<file path="config.mk">
export PLATFORM = sky130hd
export DESIGN_NAME = bist_controller
export DESIGN_NICKNAME = d
export VERILOG_FILES = /design/src/rtl/bist_controller.sv
export SDC_FILE = /design/constraint.sdc
export NUM_CORES = 1
export LEC_CHECK = 0
export BUFFER_PORTS_ARGS = -buffer_cell sky130_fd_sc_hd__buf_2
export CORE_UTILIZATION = 50
export DETAILED_ROUTE_END_ITERATION = 16
export PLACE_DENSITY = 0.78
export RECOVER_POWER = 25
export SLEW_MARGIN = 20
export SYNTH_ARGS = -nofsm -noshare
export SYNTH_HDL_FRONTEND = slang
export SYNTH_SLANG_ARGS = --single-unit
</file>
<file path="constraint.sdc">
create_clock -name clk -period 2.95 [get_ports clk]
set_input_delay 0.1475 -clock clk [delete_from_list [all_inputs] [get_ports clk]]
set_output_delay 0.1475 -clock clk [all_outputs]
set_load 0.01 [all_outputs]
</file>
<file path="src/rtl/bist_controller.sv">
// -----------------------------------------------------------------------------
// bist_controller
//
// Logic BIST sequencer. An LFSR drives test patterns into a combinational
// circuit-under-test. A MISR folds the responses into a signature. At the end
// of the run, the signature is compared against a golden value.
//
// Configuration macro:
//   BIST_ALLZERO_EN - when defined, one extra all-zero pattern is applied
//                     after the 2^PAT_W-1 LFSR states, so the run is
//                     2^PAT_W patterns long. When undefined, the run is
//                     2^PAT_W-1 patterns long and pat_o is never zero in RUN.
//
// Ports:
//   clk        - clock, rising edge
//   rst_n      - asynchronous active-low reset
//   start      - begin a run; only sampled in IDLE
//   abort      - synchronous cancel of a run in RUN or CMP
//   golden_sig - expected signature, sampled in the CMP cycle
//   resp_i     - combinational CUT response to pat_o
//   pat_o      - pattern driven to the CUT (zero outside RUN)
//   busy       - high in RUN and CMP
//   done       - one-cycle completion pulse
//   pass       - result of the last completed run
//   sig_o      - current MISR contents
// -----------------------------------------------------------------------------
module bist_controller #(
    parameter int                PAT_W    = 3,
    parameter logic [PAT_W-1:0]  PAT_POLY = 3'b110,
    parameter logic [PAT_W-1:0]  PAT_SEED = 3'b001,
    parameter int                RSP_W    = 2,
    parameter int                SIG_W    = 8,
    parameter logic [SIG_W-1:0]  SIG_POLY = 8'h1D
) (
    input  logic             clk,
    input  logic             rst_n,
    input  logic             start,
    input  logic             abort,
    input  logic [SIG_W-1:0] golden_sig,
    input  logic [RSP_W-1:0] resp_i,
    output logic [PAT_W-1:0] pat_o,
    output logic             busy,
    output logic             done,
    output logic             pass,
    output logic [SIG_W-1:0] sig_o
);

    // One spare bit so the counter can index 2^PAT_W patterns.
    localparam int CNT_W = PAT_W + 1;

`ifdef BIST_ALLZERO_EN
    localparam int  NUM_PAT = (1 << PAT_W);
    localparam logic ZERO_PAT_EN = 1'b1;
`else
    localparam int  NUM_PAT = (1 << PAT_W) - 1;
    localparam logic ZERO_PAT_EN = 1'b0;
`endif

    localparam logic [CNT_W-1:0] CNT_LAST = CNT_W'(NUM_PAT - 1);
    // Index of the appended all-zero pattern, one past the last LFSR state.
    localparam logic [CNT_W-1:0] CNT_ZERO = CNT_W'((1 << PAT_W) - 1);

    typedef enum logic [1:0] {
        S_IDLE = 2'd0,
        S_RUN  = 2'd1,
        S_CMP  = 2'd2
    } state_t;

    state_t           state, state_nxt;
    logic [PAT_W-1:0] lfsr;
    logic [SIG_W-1:0] sig;
    logic [CNT_W-1:0] cnt;

    function automatic logic [PAT_W-1:0] lfsr_next(input logic [PAT_W-1:0] cur);
        logic fb;
        fb = ^(cur & PAT_POLY);
        return {cur[PAT_W-2:0], fb};
    endfunction

    function automatic logic [SIG_W-1:0] misr_next(input logic [SIG_W-1:0] cur,
                                                   input logic [RSP_W-1:0] rsp);
        logic [SIG_W-1:0] fold;
        fold = cur[SIG_W-1] ? SIG_POLY : '0;
        return {cur[SIG_W-2:0], 1'b0} ^ fold ^ SIG_W'(rsp);
    endfunction

    // State register.
    always_ff @(posedge clk or negedge rst_n) begin
        if (!rst_n) begin
            state <= S_IDLE;
        end else begin
            state <= state_nxt;
        end
    end

    // Next-state logic. Abort wins over both start and CMP completion.
    always_comb begin
        state_nxt = state;
        case (state)
            S_IDLE: if (start) state_nxt = S_RUN;
            S_RUN: begin
                if (abort)                state_nxt = S_IDLE;
                else if (cnt == CNT_LAST) state_nxt = S_CMP;
            end
            S_CMP:   state_nxt = S_IDLE;
            default: state_nxt = S_IDLE;
        endcase
    end

    // Outputs. pat_o is decoded only from registers, so the CUT sees a
    // pattern that changes on clock edges only.
    always_comb begin
        busy  = 1'b0;
        pat_o = '0;
        case (state)
            S_RUN: begin
                busy = 1'b1;
                if (!(ZERO_PAT_EN && cnt == CNT_ZERO)) pat_o = lfsr;
            end
            S_CMP:   busy = 1'b1;
            default: ;
        endcase
    end

    // Pattern generator, signature register, counter and result flags.
    always_ff @(posedge clk or negedge rst_n) begin
        if (!rst_n) begin
            lfsr <= PAT_SEED;
            sig  <= '0;
            cnt  <= '0;
            done <= 1'b0;
            pass <= 1'b0;
        end else begin
            done <= 1'b0;
            case (state)
                S_IDLE: begin
                    if (start) begin
                        lfsr <= PAT_SEED;
                        sig  <= '0;
                        cnt  <= '0;
                        pass <= 1'b0;
                    end
                end
                S_RUN: begin
                    // On abort the signature is left as it stood.
                    if (!abort) begin
                        lfsr <= lfsr_next(lfsr);
                        cnt  <= cnt + CNT_W'(1);
                        sig  <= misr_next(sig, resp_i);
                    end
                end
                S_CMP: begin
                    if (abort) begin
                        pass <= 1'b0;
                    end else begin
                        pass <= (sig == golden_sig);
                        done <= 1'b1;
                    end
                end
                default: ;
            endcase
        end
    end

    assign sig_o = sig;

endmodule

</file>
### Yosys cells after proc, flatten, opt, wreduce, memory -nomap -nowiden

Index checks and enable logic that the tools add are counted.

* bits in registers: 19
* input port bits: 14
* output and inout bits: 14
* word-level logic and storage cells: 45

* add/subtract/negate cells: 1
* equality and inequality tests: 7
* mux-type cells: 21
* bitwise logic cells: 2
* reductions and logical operators: 8

Operators by type and width (count)
* two-way mux 8 bit: 2
* one-hot mux 8 bit (2 select lines): 1
* two-way mux 3 bit: 3
* == test 8 bit: 1
* two-way mux 4 bit: 2
* one-hot mux 4 bit (2 select lines): 1
* XOR 8 x 2 -> 8 bit: 1
* XOR 8 x 5 -> 8 bit: 1
* two-way mux 2 bit: 3
* one-hot mux 3 bit (2 select lines): 1
* two-way mux 1 bit: 5
* two-way mux 5 bit: 1
* adder 4 x 1 -> 4 bit, second input constant: 1
* == test 4 x 3 -> 1 bit, second input constant: 1
* != test 2 bit, second input constant: 2
* one-hot mux 2 bit (2 select lines): 1
* AND reduction 2 bit: 2
* nonzero test 2 bit: 2
* != test 3 bit, second input constant: 1
* AND reduction 3 bit: 1
* XOR reduction 3 bit: 1
* == test 2 x 1 -> 1 bit, second input constant: 1
* == test 2 bit, second input constant: 1
* logical NOT 2 bit: 1
* other kinds (2): 2

### Longest topological paths before layout

Gate-level depths: netlist (run 1).

* word-level depth: 5
* gate-level depth with buffers: 6
* gate-level depth less buffers: 5

### Worst setup path before layout (run 1)

OpenSTA, ideal clock, no wires.

* kind: register -> register
* start: register state[1]
* end: register cnt[3]
* setup time: 0.077 ns
* arrival time: 1.441 ns
* data required time: 2.873 ns
* slack: 1.432 ns
* stages on the path, launching flop included: 7
* buffers on the path: 1
* clock period less this slack: 1.518 ns
* cell sequence: dfrtp_1 > inv_1 > ha_1 > nand2b_1 > buf_6 > or4_1 > a21oi_1

* cells in the longest elaborated chain, start to end: 3
* elaborated cells between the ends (all ways): 7
* classes of those cells: eq/ne: 3; mux: 1; reduce/logical: 3

RTL lines
* start: declaration: RTL line 69 `state_t state, state_nxt;`
* start signal: assignment: RTL line 92 `state <= state_nxt;`
* == test 2 x 1 -> 1 bit or logical NOT 2 bit (tied branches): RTL line 135 `case (state)`
* != test 2 bit (no line) or nonzero test 2 bit (tied branches)
* AND reduction 3 bit (no line)
* end signal: assignment: RTL line 148 `cnt <= cnt + CNT_W'(1);`
* end: declaration: RTL line 72 `logic [CNT_W-1:0] cnt;`

Several ways; a longest one is shown, not always the timed one.
A chain may end at the register's enable or synchronous reset.

### Worst setup path in the final report (run 1)

* start: register state[1]
* end: register lfsr[2]

* cells in the longest elaborated chain, start to end: 3
* elaborated cells between the ends (all ways): 7
* classes of those cells: eq/ne: 3; mux: 1; reduce/logical: 3

RTL lines
* == test 2 x 1 -> 1 bit or logical NOT 2 bit (tied branches): RTL line 135
* != test 2 bit (no line) or nonzero test 2 bit (tied branches)
* AND reduction 3 bit (no line)
* end signal: assignment: RTL line 147 `lfsr <= lfsr_next(lfsr);`
* end: declaration: RTL line 70 `logic [PAT_W-1:0] lfsr;`

Several ways; a longest one is shown, not always the timed one.

==> impl_metrics.toml, run 1 <==
[cts]
path_clk_slew_ns = 0.11
clock_latency_ns = 0.30
tritoncts = "yes"
tritoncts.num_buffers = 3
cts_buffer_depth = 2
clock-root-buffer = "sky130_fd_sc_hd__clkbuf_4"
postCtsHoldBufs = 1
cts.htree.levels = 1
cts.sinks = 19
cts-resized-gates = 0
postCtsSetupBuffers = 0

[synthesis]
synth_seq_area_share_pct = 46.5
netlist-cell-type-count = 33
synthCells = 90
dominant_combinational_cell_family_by_area_after_synthesis = "compound AO/OA/AOI/OAI gates"
synthesis.area_um2 = 1030
asyncSetResetFlopFracSynth_pct = 100
synthAdderAreaFrac_pct = 6.10
yosys.area_share.xor_xnor_pct = 12.0
postSynthNetCount = 109
avgSynthCellArea_um2 = 11.4
synth_top_area_cell = "sky130_fd_sc_hd__dfrtp_1"
count_of_flip_flops_with_a_built_in_enable_after_synthesis = 0
yosysWarningCount = 0
synth-simple-area-share_pct = 11.7
compound_gate_portion_of_the_synthesized_area_pct = 15.6
synth.top_cell.area_share_pct = 43.9
synth-seq-cells = 19
synth_flop_cell = "sky130_fd_sc_hd__dfrtp_1"
netlist_top_cells_area = "sky130_fd_sc_hd__dfrtp_1 44%, sky130_fd_sc_hd__xnor2_1 7.7%, sky130_fd_sc_hd__a22o_1 6.8%, sky130_fd_sc_hd__ha_1 6.1%, sky130_fd_sc_hd__mux2_2 4.4%"
synth.mux.area_fraction_pct = 4.39

[critical_path]
crit_start = "state[1]"
critical_path.endpoint = "lfsr[2]"
worst_setup_path_start_kind = "flop"
crit_type = "reg2reg"
cp_max_fo = 12
critical_path.reg2reg.endpoint = "lfsr[2]"
worst-endpoint-arrival_ns = 2.15
worstSetupEndpointType = "flop"
reg2reg_depth = 5
rrSetupSlack_ns = 1.0
worst-endpoint-required_ns = 3.14
worstReg2RegStart = "state[1]"

[finish]
antennaDiodeCount = 0
fill_cells = 179
fraction_of_final_layout_cells_with_drive_strength_greater_than_1_pct = 31.9
finish.net_count = 139
layout_area_overhead_pct = 18.0
layout.cells.most_common = "sky130_fd_sc_hd__buf_2"
mostFrequentLayoutCells = "26 x sky130_fd_sc_hd__buf_2, 18 x sky130_fd_sc_hd__dfrtp_1, 9 x sky130_fd_sc_hd__xnor2_1, 8 x sky130_fd_sc_hd__a22o_1"

[sta]
totalNegativeSetupSlack_ns = 0
final.setup_skew_ns = 0.00494
worstMarginPinSlew_ns = 1.01
post-route-min-period_ns = 1.95
worst_slack_ns = 0.999
period_share_pct = 66.1
number_of_failing_hold_endpoints_at_the_final_stage = 0
maxSlewViolCount = 0
setup_viol_count_final = 0
unrepaired_setup_endpoints_after_global_routing = "no"
fmax_mhz = 513
worst_slew_margin_rel_pct = 32.8

[worst_hold_path]
timing.hold.worst.start = "abort"
worst_min_delay_path_category = "in2reg"

[grt]
gr-usage-all-layers_pct = 19.7
grt_pass1_vias = 652
largest_net_degree_at_the_start_of_global_routing = 20
grt_first_pass_wirelength_um = 3020
globalRouteOverflowTotal = 0
antenna_found_initial = 0

[flow_run]
number_of_maximum_capacitance_violations = 0

[routing]
routed_wirelength_um = 1970
route.detailed.drc = 0
length_of_the_first_detailed_routing_pass_in_iterations = 4
detail_route.wl_per_cell_um = 13.5
drt_iter0_drc = 12
drtAntennaViolNets = 0
detailroute.via_count = 781
vias_per_cell = 5.35

[placement]
setup_slack_placement_ns = 1.02
gpl.final_weighted_congestion = 0.777
numPortBuffers = 27
dp_hpwl_um = 1410

[floorplanning]
design.die.area_um2 = 2240
io_pins = 28
initial_utilization_pct = 52.8
die_y_um = 47.3
core_area_um2 = 1940
fp-row-count = 16
dieWidth_um = 47.3

[power_and_ir_drop]
irDropWorstVdd_v = 0.000449
cellPowerDensity_nw_per_um2 = 769
power.leakage_uw = 0.000617

[outcome]
outcome = "completed"
## area by class of cell
| class | count | area, um2 | share of cell area, % |
|---|---|---|---|
| inverters | 5 | 18.8 | 1.55 |
| well taps | 27 | 33.8 | 2.79 |
| repair buffers | 28 | 144 | 11.9 |
| multi-input cells | 63 | 510 | 42.1 |
| flip-flops and latches | 19 | 477 | 39.4 |
| clock buffers | 3 | 22.5 | 1.86 |
| clock inverters | 1 | 5.00 | 0.413 |
## where the power goes
group / leakage [uW] / internal (uW) / switching [uW]
clock network: 0.0000177 / 50.5 / 84.2
registers: 0.000254 / 332 / 65.3
logic: 0.000345 / 189 / 210
## per-stage QoR
step | cells | power, uW | hold slack (ns) | area (um2) | utilization [%]
4_1_cts | 146 | 935 | 0.0243 | 1210 | 62.4
5_1_grt | 146 | 996 | 0.0340 | 1210 | 62.4
6_report | 146 | 931 | 0.0305 | 1210 | 62.4
2_1_floorplan | 90 | 693 | -0.148 | 1030 | -
3_5_place_dp | 141 | 802 | 0.102 | 1170 | 60.5
3_3_place_gp | 141 | 788 | 0.100 | 1170 | 60.5
## how the worst min path moves through the flow
stage | to | slack, ns | cells after the start
after floorplan | cnt[0] | -0.15 | 0
after global placement | pass | 0.10 | 1
after detailed placement | sig_o[6] | 0.10 | 1
after CTS | done | 0.02 | 2
after global routing | done | 0.03 | 2
final | done | 0.03 | 2
## logic make-up after synthesis
group | after synthesis
compound gates | 21
simple gates | 19
flops | 19
xor+xnor | 14
buf+inv | 8
fa+ha+maj | 5
mux | 4
## synth_stat cells, drive strengths merged (2+ instances only)
library cell,n
or4,2
xnor2,9
a22o,8
dfrtp,18
nand4,2
a21oi,3
o21ai,2
o31ai,2
mux2,4
ha,5
nand2b,2
and2,3
and3b,2
nor2,2
xor2,5
nor2b,3
inv,5
buf,2
## critical path, stage by stage (launching register included)
cell and delay [ns]:
sky130_fd_sc_hd__dfrtp_1 0.40, sky130_fd_sc_hd__inv_1 0.10, sky130_fd_sc_hd__ha_1 0.26, sky130_fd_sc_hd__and3b_2 0.27, sky130_fd_sc_hd__a21oi_2 0.43, sky130_fd_sc_hd__mux2_2 0.39
## metal layers
metal  share of wire (%)  wire, um  GRT usage (%)
met3                 3.1        60           3.46
met2                  48       934           26.0
met4                0.86        17           6.86
met1                  49       954           31.9
met5                   0         0              0
## registers in the layout (all words and copies together), names as in the netlist
| signal | count |
|---|---|
| done | 1 |
| cnt | 4 |
| pass | 1 |
| lfsr | 3 |
| sig_o | 8 |
| state | 2 |
Note: power is estimated with default switching activity, not from simulation.
==> inputs of run 2 (changes only) <==
--- a/config.mk
+++ b/config.mk
@@ -5,10 +5,11 @@
 export SDC_FILE = /design/constraint.sdc
 export NUM_CORES = 1
 export LEC_CHECK = 0
+export ABC_AREA = 1
 export BUFFER_PORTS_ARGS = -buffer_cell sky130_fd_sc_hd__buf_2
 export CORE_UTILIZATION = 50
 export DETAILED_ROUTE_END_ITERATION = 16
-export PLACE_DENSITY = 0.78
+export PLACE_DENSITY = 0.77
 export RECOVER_POWER = 25
 export SLEW_MARGIN = 20
 export SYNTH_ARGS = -nofsm -noshare
==> constraint.sdc (replaced) <==
create_clock -name clk -period 2 [get_ports clk]
set_input_delay 0.1 -clock clk [delete_from_list [all_inputs] [get_ports clk]]
set_output_delay 0.1 -clock clk [all_outputs]
set_load 0.01 [all_outputs]
==> impl_metrics.toml, run 2 <==
[floorplanning]
design.die.area_um2 = 2400
dieWidth_um = 49.0
io_pins = 28
core_area_um2 = 2020
fp-row-count = 16
die_y_um = 49.0
initial_utilization_pct = 54.5

[placement]
dp_hpwl_um = 1630
gpl.final_weighted_congestion = 0.827
numPortBuffers = 27

[outcome]
outcome = "completed"

[grt]
gr-usage-all-layers_pct = 21.6
globalRouteOverflowTotal = 0
grt_first_pass_wirelength_um = 3860
largest_net_degree_at_the_start_of_global_routing = 20
grt_pass1_vias = 935
antenna_found_initial = 0

[synthesis]
asyncSetResetFlopFracSynth_pct = 100
synth_flop_cell = "sky130_fd_sc_hd__dfrtp_1"
count_of_flip_flops_with_a_built_in_enable_after_synthesis = 0
synth.top_cell.area_share_pct = 40.9
postSynthNetCount = 159
netlist-cell-type-count = 22
synth_seq_area_share_pct = 43.2
synth_most_common_cell = "sky130_fd_sc_hd__nand2_1"
synth_top_cells_by_count = "37 x sky130_fd_sc_hd__nand2_1, 26 x sky130_fd_sc_hd__inv_1, 18 x sky130_fd_sc_hd__dfrtp_1"
netlist_top_cells_area = "sky130_fd_sc_hd__dfrtp_1 41%, sky130_fd_sc_hd__nand2_1 13%, sky130_fd_sc_hd__inv_1 8.9%, sky130_fd_sc_hd__ha_1 5.7%, sky130_fd_sc_hd__xnor2_1 4.8%"
synthCells = 140
avgSynthCellArea_um2 = 7.87
synthesis.area_um2 = 1100
yosysWarningCount = 0
synth_top_area_cell = "sky130_fd_sc_hd__dfrtp_1"
synth-seq-cells = 19

[cts]
tritoncts.num_buffers = 3
tritoncts = "yes"
postCtsSetupBuffers = 0
cts.htree.levels = 1
path_clk_slew_ns = 0.11
clock-root-buffer = "sky130_fd_sc_hd__clkbuf_4"
cts.sinks = 19
clock_latency_ns = 0.30
cts-resized-gates = 0
cts_buffer_depth = 2

[critical_path]
crit_type = "reg2reg"
worst_setup_path_start_kind = "flop"
cpMostUsedCell = "sky130_fd_sc_hd__nand2_4"
worst-endpoint-arrival_ns = 1.82
worstSetupEndpointType = "flop"
worst-endpoint-required_ns = 2.23
critPathSlowestCell = "sky130_fd_sc_hd__dfrtp_1"
timing.critical_path.slowest_cell_delay_ns = 0.40
cp_max_fo = 18
cp_cell_sequence = "inv_1 -> ha_1 -> inv_2 -> nor2_4 -> nand2_4 -> nand2_4 -> nor2_1 -> a31oi_1"

[sta]
worst_slew_margin_rel_pct = 33.5
number_of_failing_hold_endpoints_at_the_final_stage = 0
period_share_pct = 79.5
setup_viol_count_final = 0
post-route-min-period_ns = 1.59
fmax_mhz = 629
totalNegativeSetupSlack_ns = 0
unrepaired_setup_endpoints_after_global_routing = "no"
maxSlewViolCount = 0
worstMarginPinSlew_ns = 0.997
final.setup_skew_ns = 0.00505

[power_and_ir_drop]
totalPowerFinal_uw = 1450
irDropWorstVdd_v = 0.000553
power.leakage_uw = 0.000725
cellPowerDensity_nw_per_um2 = 1130

[finish]
layout_area_overhead_pct = 16.0
postLayoutCoreUtil_pct = 63.2
antennaDiodeCount = 0
largest_register_ff_count = 8
finish.net_count = 189
mostFrequentLayoutCells = "37 x sky130_fd_sc_hd__nand2_1, 26 x sky130_fd_sc_hd__inv_1, 26 x sky130_fd_sc_hd__buf_2, 18 x sky130_fd_sc_hd__dfrtp_1, 10 x sky130_fd_sc_hd__nand3_1"
layout.cells.most_common = "sky130_fd_sc_hd__nand2_1"
fraction_of_final_layout_cells_with_drive_strength_greater_than_1_pct = 20.7

[routing]
vias_per_cell = 5.03
drt_iter0_drc = 40
route.detailed.drc = 0
detail_route.wl_per_cell_um = 11.2
detailroute.via_count = 985
routed_wirelength_um = 2190
drtAntennaViolNets = 0
length_of_the_first_detailed_routing_pass_in_iterations = 6

[worst_hold_path]
worst_min_delay_path_category = "in2reg"

[flow_run]
number_of_maximum_capacitance_violations = 0
[run 2: cell types whose count changed after synthesis, moves of 3 or more]
cell / change
sky130_fd_sc_hd__and2_1: -3
sky130_fd_sc_hd__nand3_1: +9
sky130_fd_sc_hd__xor2_1: -4
sky130_fd_sc_hd__o22ai_1: +6
sky130_fd_sc_hd__o21ai_1: +4
sky130_fd_sc_hd__a22o_1: -8
sky130_fd_sc_hd__nor2_1: +8
sky130_fd_sc_hd__mux2_2: -4
sky130_fd_sc_hd__nor2b_1: -3
sky130_fd_sc_hd__nand2_1: +36
sky130_fd_sc_hd__o21ai_0: +3
sky130_fd_sc_hd__xnor2_1: -3
sky130_fd_sc_hd__inv_1: +21
[run 2: what timing repair did]
action | CTS | global route
hold buffers | 1 | 0
setup endpoints to repair | 0 | 0
endpoints found under the hold margin | 18 | 0
[run 2: final timing paths]
kind	from	endpoint	slack, ns	cells past startpoint
setup / recovery	state[1]	lfsr[0]	0.41	8
hold / removal	resp_i[0]	sig_o[0]	0.09	3
setup reg to reg	state[1]	lfsr[0]	0.41	8
hold reg to reg	pass	pass	0.54	2
max in group asynchronous	rst_n	sig_o[0]	0.93	2
min in group asynchronous	rst_n	state[1]	0.47	2
[run 2: kinds of logic (layout without fill, tap and decap cells)]
family	after synthesis	in the layout	synth area share, %
buf+inv	30	59	11.7
compound gates	18	18	9.19
xor+xnor	7	7	5.56
fa+ha+maj	5	5	5.68
simple gates	61	61	24.6
flops	19	19	43.2
[run 2: through the flow]
stage               instances  cell area [um2]  worst slack, ns  hold slack (ns)
finish                    196             1280            0.409           0.0890
global placement          191             1240            0.571           0.0586
CTS                       196             1280            0.426           0.0839
global route              196             1280            0.331            0.100
detailed placement        191             1240            0.440           0.0587
floorplan                 140             1100            0.680           -0.196
[run 2: layout make-up]
class	count	area, um2
Sequential cell	19	477
Multi-Input combinational cell	91	497
Inverter	27	101
Fill cell	183	743
Timing Repair Buffer	28	144
Clock buffer	4	26.3
Tap cell	27	33.8
[run 2: layer usage]
| metal | global-route usage (%) | wire length (um) | vias up |
|---|---|---|---|
| met3 | 4.98 | 128 | 8 |
| met4 | 12.3 | 63 | 0 |
| li1 | - | - | 496 |
| met1 | 25.9 | 980 | 445 |
| met2 | 35.6 | 1020 | 36 |
| met5 | 0 | 0 | - |
[run 2: critical path: cells and delay by family (launching register included)]
family,cells,cell delay [ns]
and+or+nand+nor,4,0.52
DFF,1,0.40
adders and majority gates,1,0.27
buffers and inverters,2,0.18
AOI/OAI and AO/OA,1,0.15
[run 2: power breakdown]
part           internal (uW)  total [uW]  switching, uW
Sequential               492         585           93.3
Combinational            256         669            413
Clock                   77.7         194            117
==> inputs of run 3 (changes only) <==
--- a/config.mk
+++ b/config.mk
@@ -5,11 +5,11 @@
 export SDC_FILE = /design/constraint.sdc
 export NUM_CORES = 1
 export LEC_CHECK = 0
-export ABC_AREA = 1
+export ABC_AREA = 0
 export BUFFER_PORTS_ARGS = -buffer_cell sky130_fd_sc_hd__buf_2
-export CORE_UTILIZATION = 50
+export CORE_UTILIZATION = 46
 export DETAILED_ROUTE_END_ITERATION = 16
-export PLACE_DENSITY = 0.77
+export PLACE_DENSITY = 0.75
 export RECOVER_POWER = 25
 export SLEW_MARGIN = 20
 export SYNTH_ARGS = -nofsm -noshare
==> constraint.sdc (replaced) <==
create_clock -name clk -period 1.42 [get_ports clk]
set_input_delay 0.071 -clock clk [delete_from_list [all_inputs] [get_ports clk]]
set_output_delay 0.071 -clock clk [all_outputs]
set_load 0.01 [all_outputs]
==> impl_metrics.toml, run 3 (synthesis results as in run 1) <==
[outcome]
outcome = "finished with violations"
violated_checks = "negative setup slack"

[floorplanning]
initial_utilization_pct = 50.7
die_y_um = 49.2
io_pins = 28
dieWidth_um = 49.2
design.die.area_um2 = 2420
fp-row-count = 16
core_area_um2 = 2020

[placement]
post-place-cells = 155
gpl.final_weighted_congestion = 0.793
dp_hpwl_um = 1790
dpl-instance-area_um2 = 1310
numPortBuffers = 27

[routing]
detailroute.via_count = 916
route.layer.met1.wl_um = 1120
drtAntennaViolNets = 0
routed_wirelength_um = 2680
route.detailed.drc = 0
detail_route.wl_per_cell_um = 16.0
routed_length_on_met3_um = 127
drt_iter0_drc = 23
vias_per_cell = 5.45
met2_wirelength_um = 1400
length_of_the_first_detailed_routing_pass_in_iterations = 4
highest-signal-layer = "met4"

[finish]
layout_area_overhead_pct = 45.2
postLayoutCellArea_um2 = 1490
fraction_of_final_layout_cells_with_drive_strength_greater_than_1_pct = 51.8
mostFrequentLayoutCells = "24 x sky130_fd_sc_hd__buf_2, 19 x sky130_fd_sc_hd__buf_4, 18 x sky130_fd_sc_hd__dfrtp_1, 9 x sky130_fd_sc_hd__xnor2_1, 8 x sky130_fd_sc_hd__a22o_1"
largest_register_ff_count = 8
antennaDiodeCount = 0
finish.net_count = 161
finalNonFillerCells = 168
layout.cells.most_common = "sky130_fd_sc_hd__buf_2"

[worst_hold_path]
worstHoldPathCells = 3
worst_min_delay_path_category = "in2reg"
timing.hold.worst.start = "start"

[grt]
grt_first_pass_wirelength_um = 4020
grt_pass1_vias = 844
antenna_found_initial = 0
largest_net_degree_at_the_start_of_global_routing = 20
globalRouteOverflowTotal = 0
gr-usage-all-layers_pct = 22.2

[sta]
maxSlewViolCount = 0
post-route-min-period_ns = 1.55
worstMarginPinSlew_ns = 1.06
setup_viol_count_final = 18
period_share_pct = 109
final.setup_skew_ns = 0.0145
worst_slew_margin_rel_pct = 29.2
fmax_mhz = 644
unrepaired_setup_endpoints_after_global_routing = "yes"
number_of_failing_hold_endpoints_at_the_final_stage = 0
worst_slack_ns = -0.133
totalNegativeSetupSlack_ns = -1.42
whs_ns = 0.0958

[critical_path]
reg2reg_depth = 5
worstSetupEndpointType = "flop"
crit_type = "reg2reg"
crit_start = "state[1]"
worst_setup_path_start_kind = "flop"
worstReg2RegStart = "state[1]"
worst-endpoint-required_ns = 1.62
cp_max_fo = 4
worst-endpoint-arrival_ns = 1.76

[cts]
tritoncts = "yes"
cts.sinks = 19
tritoncts.num_buffers = 3
clock-root-buffer = "sky130_fd_sc_hd__clkbuf_4"
cts_buffer_depth = 2
clock_latency_ns = 0.30
cts.htree.levels = 1
path_clk_slew_ns = 0.12

[flow_run]
number_of_maximum_capacitance_violations = 0

[power_and_ir_drop]
cellPowerDensity_nw_per_um2 = 1740
irDropWorstVdd_v = 0.00120
power.leakage_uw = 0.000755
## run 3: per-layer routing
metal  vias up  GRT usage, %
met5         -             0
li1        422             -
met4         0          4.90
met1       454          26.3
met2        34          39.0
met3         6          6.54
## run 3: worst max-delay path, cell delays in order (launching register included)
cell	delay (ns)
sky130_fd_sc_hd__dfrtp_1	0.41
sky130_fd_sc_hd__inv_2	0.13
sky130_fd_sc_hd__ha_4	0.16
sky130_fd_sc_hd__and3b_2	0.23
sky130_fd_sc_hd__a21oi_4	0.20
sky130_fd_sc_hd__mux2_4	0.33
## run 3: what timing repair did
action	CTS	global route
hold buffers	2	0
buffers inserted	3	4
gates resized for setup	7	11
pin swaps	2	5
endpoints found under the hold margin	19	0
setup endpoints to repair	16	21
## run 3: report_power, final
part           leakage, uW  total [uW]  switching, uW  internal (uW)
logic             0.000483        1470            636            835
clock network    0.0000177         282            177            105
registers         0.000254         847            156            691
total             0.000755        2600            968           1630
## run 3: path summary, 6_finish.rpt
| check | to | slack, ns |
|---|---|---|
| max | lfsr[1] | -0.13 |
| max reg2reg | lfsr[1] | -0.13 |
| min in group asynchronous | cnt[0] | 0.46 |
| min reg2reg | cnt[3] | 0.55 |
| max in group asynchronous | cnt[2] | 0.31 |
| min | state[0] | 0.1 |
## run 3: metrics by stage
step	util (%)	power, uW	setup slack, ns
5_1_grt	73.7	2760	-0.162
6_report	73.7	2600	-0.133
4_1_cts	69.9	2380	-0.0923
3_5_place_dp	64.9	1980	-0.116
2_1_floorplan	-	1520	-0.0280
3_3_place_gp	64.9	1930	-0.0478
## run 3: cell type report
cell class	instances	area [um2]
clock buffers	3	22.5
clock inverters	1	5.00
fillers	138	532
inverters	5	18.8
multi-input cells	63	602
flip-flops and latches	19	477
well taps	27	33.8
repair buffers	50	332
